==> src/rtl/sequence_generator.sv <==
// sequence_generator: serial pattern transmitter.
// Accepts a WIDTH-bit pattern plus a repeat count over a valid/ready handshake and shifts
// the pattern out MSB-first, one bit per clock, rep+1 times back-to-back.
//
// Optional build macro SEQ_GEN_PARITY_EN: appends an even-parity bit (XOR of the pattern)
// after every repetition; done then coincides with the final parity bit.
//
// Ports:
//   clk        rising-edge clock
//   resetn     synchronous active-low reset
//   in_valid   request to transmit pattern/rep
//   in_ready   generator idle, can accept a request
//   pattern    bits to transmit, bit WIDTH-1 first
//   rep        extra repetitions (0 = send once)
//   dout       serial data bit (0 when dout_valid is low)
//   dout_valid dout carries a pattern bit this cycle
//   done       one-cycle pulse on the final bit of the final repetition
module sequence_generator #(
  parameter int unsigned WIDTH = 4,
  parameter int unsigned REP_W = 4
) (
  input  logic             clk,
  input  logic             resetn,
  input  logic             in_valid,
  output logic             in_ready,
  input  logic [WIDTH-1:0] pattern,
  input  logic [REP_W-1:0] rep,
  output logic             dout,
  output logic             dout_valid,
  output logic             done
);

  // Position counts down from LastPos to 0 within one repetition.
`ifdef SEQ_GEN_PARITY_EN
  localparam int unsigned LastPos = WIDTH;
`else
  localparam int unsigned LastPos = WIDTH - 1;
`endif
  localparam int unsigned PosW = $clog2(LastPos + 1);

  typedef enum logic [0:0] {StIdle, StShift} state_e;

  state_e           state_q, state_d;
  logic [WIDTH-1:0] pat_q, pat_d;
  logic [PosW-1:0]  pos_q, pos_d;
  logic [REP_W-1:0] rep_q, rep_d;
  logic             dout_q, dout_d;
  logic             valid_q, valid_d;
  logic             done_q, done_d;
  logic             ready_q, ready_d;

  // Bit presented at a given position; with parity, position 0 is the parity slot.
  function automatic logic bit_at(input logic [WIDTH-1:0] pat, input logic [PosW-1:0] pos);
    logic [WIDTH-1:0] sh;
    logic             res;
`ifdef SEQ_GEN_PARITY_EN
    sh  = pat >> (pos - PosW'(1));
    res = (pos == '0) ? ^pat : sh[0];
`else
    sh  = pat >> pos;
    res = sh[0];
`endif
    return res;
  endfunction

  always_comb begin
    state_d = state_q;
    pat_d   = pat_q;
    pos_d   = pos_q;
    rep_d   = rep_q;
    dout_d  = 1'b0;
    valid_d = 1'b0;
    done_d  = 1'b0;
    ready_d = 1'b0;

    unique case (state_q)
      StIdle: begin
        if (in_valid) begin
          state_d = StShift;
          pat_d   = pattern;
          rep_d   = rep;
          pos_d   = PosW'(LastPos);
        end
      end
      StShift: begin
        if (pos_q != '0) begin
          pos_d = pos_q - PosW'(1);
        end else if (rep_q != '0) begin
          // Restart the word with no gap cycle.
          rep_d = rep_q - REP_W'(1);
          pos_d = PosW'(LastPos);
        end else begin
          state_d = StIdle;
        end
      end
      default: state_d = StIdle;
    endcase

    // Outputs are registered: compute what the next cycle presents.
    if (state_d == StShift) begin
      dout_d  = bit_at(pat_d, pos_d);
      valid_d = 1'b1;
      done_d  = (pos_d == '0) && (rep_d == '0);
    end else begin
      ready_d = 1'b1;
    end
  end

  always_ff @(posedge clk) begin
    if (!resetn) begin
      state_q <= StIdle;
      pat_q   <= '0;
      pos_q   <= '0;
      rep_q   <= '0;
      dout_q  <= 1'b0;
      valid_q <= 1'b0;
      done_q  <= 1'b0;
      ready_q <= 1'b1;
    end else begin
      state_q <= state_d;
      pat_q   <= pat_d;
      pos_q   <= pos_d;
      rep_q   <= rep_d;
      dout_q  <= dout_d;
      valid_q <= valid_d;
      done_q  <= done_d;
      ready_q <= ready_d;
    end
  end

  assign in_ready   = ready_q;
  assign dout       = dout_q;
  assign dout_valid = valid_q;
  assign done       = done_q;

endmodule

==> config.mk <==
export PLATFORM = sky130hd
export DESIGN_NAME = sequence_generator
export DESIGN_NICKNAME = d
export VERILOG_FILES = /design/src/rtl/sequence_generator.sv
export SDC_FILE = /design/constraint.sdc
export NUM_CORES = 1
export LEC_CHECK = 0
export CAP_MARGIN = 40
export CORE_MARGIN = 4
export CORE_UTILIZATION = 27
export CTS_CLUSTER_SIZE = 16
export DETAILED_ROUTE_END_ITERATION = 10
export SKIP_CTS_REPAIR_TIMING = 1
export SYNTH_ARGS = -nofsm -noshare
export SYNTH_HDL_FRONTEND = slang
export SYNTH_SLANG_ARGS = --single-unit
==> constraint.sdc <==
create_clock -name clk -period 1.85 [get_ports clk]
set_input_delay 0.185 -clock clk [delete_from_list [all_inputs] [get_ports clk]]
set_output_delay 0.185 -clock clk [all_outputs]
set_load 0.1 [all_outputs]
==> flow_results.org <==
** Setup path
- Of all nets on the critical path, the largest fanout is 4.
- Among the stages of the critical path, the cell type that occurs most often is inv_1.
- The critical path is of the flop to flop type.
- STA puts the critical path data required time at 2.04 ns.
- For the worst setup path, the data arrival time is 1.97 ns.
- Buffering stage count on the worst path with inverters included :: 2
- Endpoint class of the critical path :: flop
- The signal on the critical path passes through inv_1 > ha_1 > or3b_1 > o31ai_1 > or2_1 > inv_1.
- STA classifies the critical path startpoint as a flop.
- Delay of the slowest cell on the worst path :: 0.43 ns
- The slowest stage of the critical path is the or3b_1 cell.
- On the critical path the largest part of the delay comes from simple AND/OR/NAND/NOR gates.

** Logic synthesis
- Share of flip-flops with an asynchronous set or reset :: 0%
- Number of flops mapped to enable cells by yosys :: 0
- The share of synthesized area in the top cell type comes to 38.0%.
- The number of nets in the synthesized netlist is 99.
- Cell with the most instances after synthesis :: nand2_1
- Commonest cells in the netlist :: nand2_1 (16), dfxtp_1 (14), a21boi_0 (5), and2_1 (5), inv_1 (5)
- Cell types with the largest area share after synthesis :: dfxtp_1 (38%), nand2_1 (8.1%), mux2i_1 (5.4%), a21boi_0 (5.1%), buf_6 (4.6%)
- The most used flip-flop cell after synthesis is dfxtp_1.
- Post-synth design cell area :: 737 um2
- For this run, the register share of the synthesized area comes to 38.0%.
- Mapped Cells :: 87
- Library cell with the largest summed area after synthesis :: dfxtp_1
- Yosys synthesis warning count :: 0
- In this run, distinct cell masters in the synthesized netlist total 32.
- After synthesis the netlist holds a flip-flop and latch count of 14.
- Synthesized area divided by synthesized cell count :: 8.47 um2

** Run
- Max-cap violations in this run came to 0.

** Clock network
- Clock buffer depth :: 2
- In this run, CTS created clock tree buffers numbering 3.
- Clock latency on the worst-skew pair, taken at its later pin, is 0.28 ns.
- CTS tree :: yes
- In this run the number of H-tree levels came out at 1.
- The tree is rooted in a clkbuf_4.
- After clock tree synthesis, the clock-pin slew on the worst setup and hold paths is 0.09 ns.
- Counting every sink on the clock net gives 14.

** Pwr
- Across the VDD grid, the largest voltage drop is 0.414 mV.
- LEAKAGE :: 0.402 nW
- Power spread over the standard cell area amounts to 874 nW/um2.

** Timing
- Peak Freq :: 561 MHz
- The max-slew violation total from the final report is 0.
- Endpoints failing setup :: 0
- The count of endpoints failing hold in the final timing report was 0.
- Dividing the final minimum period by the clock period gives 96.3%.
- Worst relative slew slack :: 73.2%
- For the final database, setup skew stands at 0.00709 ns.
- The clock period could shrink to 1.78 ns.
- Setup TNS :: 0 ns
- Setup WS post-layout :: 0.0688 ns
- RSZ-0062 raised after global routing :: false
- At the pin with the least slew margin, the transition time is 0.399 ns.

** Global route
- The first global-routing pass estimated 2840 um of wire.
- The number of antenna violations at the first check in global routing came to 0.
- The via count of the first global-routing pass came to 643.
- Global routing finished with a remaining overflow of 0.
- Maximum number of pins on one net before global-route repair :: 12
- For this run, the total global-route usage over all layers was measured as 10.3%.

** Floorplanning
- In this run the horizontal extent of the chip is 60.2 um.
- Effective utilization at floorplan :: 29.0%
- The die covers 3630 um2.
- The floorplan has 18 rows.
- The die is 60.2 um tall.
- During I/O placement, the number of pins put on the boundary was 15.
- In this run the standard cell core region covers 2540 um2.

** Finish
- Fill cell total of the finished layout :: 271
- The number of antenna diodes in the final layout is 0.
- The area growth from synthesis to layout is 29.2%.
- Proportion of layout cells with a drive suffix above 1 :: 14.3%
- After the last flow step, the layout net total stands at 118.

** Place
- Sum of net half-perimeters after detailed placement :: 1230 um
- Minimum setup slack after placement :: 0.0863 ns
- Final GP Congestion :: 0.864
- Input and output buffers added on the ports amount to 14.

** Route
- The final route contains 686 vias.
- In the final routed layout, each cell accounts on average for 12.0 um.
- Starting DRT DRC Count :: 13
- Avg Vias per Cell :: 5.08
- In the routed design, unresolved DRC markers number 0.
- For this run, the detailed router's first-pass iteration total came to 4.
- The final layout contains routed wiring with a total length of 1620 um.
- The detail route stage leaves a number of antenna-violating nets equal to 0.

** Run status
- The flow ran to the end, and the final reports show no timing, DRC or antenna violations.

** Worst hold path
- The min-delay analysis places its worst path in the category flop to flop.
[placed cells by master, fill, tap and decap left out, types with 2 or more instances in the layout]
cell	synthesis	final
and2_1	5	5
nand2_1	16	16
nor3b_1	2	2
a21boi_0	5	5
dfxtp_1	14	14
nor2b_1	2	2
inv_1	5	5
mux2i_1	4	4
o31ai_1	2	2
buf_4	0	7
o211ai_1	2	2
nor2_1	4	4
clkbuf_4	0	3
o21ai_0	3	3
clkdlybuf4s50_1	0	10
[power breakdown]
| group | switching (mW) | internal (mW) | total [mW] |
|---|---|---|---|
| clock | 0.101 | 0.120 | 0.221 |
| combinational | 0.141 | 0.111 | 0.252 |
| sequential | 0.0301 | 0.329 | 0.359 |
| total | 0.272 | 0.559 | 0.832 |
[metrics by stage]
step	instances	hold WS, ns	utilization (%)	power (mW)	cell area (um2)
after floorplan	87	0.330	-	0.542	737
after global placement	131	0.454	35.7	0.612	910
after detailed placement	131	0.457	35.7	0.611	910
after CTS	135	0.469	37.2	0.835	946
after global routing	135	0.489	37.4	0.885	952
final	135	0.465	37.4	0.832	952
[metal layers]
| metal | track usage (%) | routed length [um] |
|---|---|---|
| met1 | 14.3 | 746 |
| met2 | 15.9 | 740 |
| met3 | 2.81 | 126 |
| met4 | 1.90 | 8 |
| met5 | 0 | 0 |
[cell families (layout without fill, tap and decap cells)]
logic type | Yosys count | count (layout) | share of synthesized area, %
flip-flops | 14 | 14 | 38.0
AO/OA/AOI/OAI | 18 | 18 | 17.5
AND/OR/NAND/NOR | 41 | 41 | 29.7
buffers and inverters | 9 | 27 | 7.64
adder cells (fa/ha/maj) | 1 | 1 | 1.70
multiplexers | 4 | 4 | 5.43
[state kept, by name, summed over array words and instances (netlist names)]
signal and cells:
state_q 1, pat_q 4, dout 1, done 1
rep_q 4, in_ready 1, pos_q 2
[worst paths after layout]
kind | slack (ns) | startpoint | depth (start not counted) | endpoint
max | 0.07 | rep_q[0]$_SDFF_PN0_ | 6 | state_q$_SDFF_PN0_
min | 0.47 | pat_q[3]$_SDFF_PN0_ | 2 | pat_q[3]$_SDFF_PN0_
max reg2reg | 0.07 | rep_q[0]$_SDFF_PN0_ | 6 | state_q$_SDFF_PN0_
min reg2reg | 0.47 | pat_q[3]$_SDFF_PN0_ | 2 | pat_q[3]$_SDFF_PN0_
[layout make-up]
class                      instances  area (um2)  area share (%)
multi-input combinational         64         407            42.7
timing repair buffer              18         173            18.1
tap                               30        37.5            3.94
clock buffer                       4        36.3            3.81
inverter                           5        18.8            1.97
sequential                        14         280            29.4
[worst register-to-register path: cells and delay by family (launching register included)]
family | cells | cell delay, ns
AO/OA/AOI/OAI | 1 | 0.41
AND/OR/NAND/NOR | 2 | 0.61
flip-flops | 1 | 0.34
buffers and inverters | 2 | 0.13
adder cells (fa/ha/maj) | 1 | 0.20
Note: power is estimated with default switching activity, not from simulation.
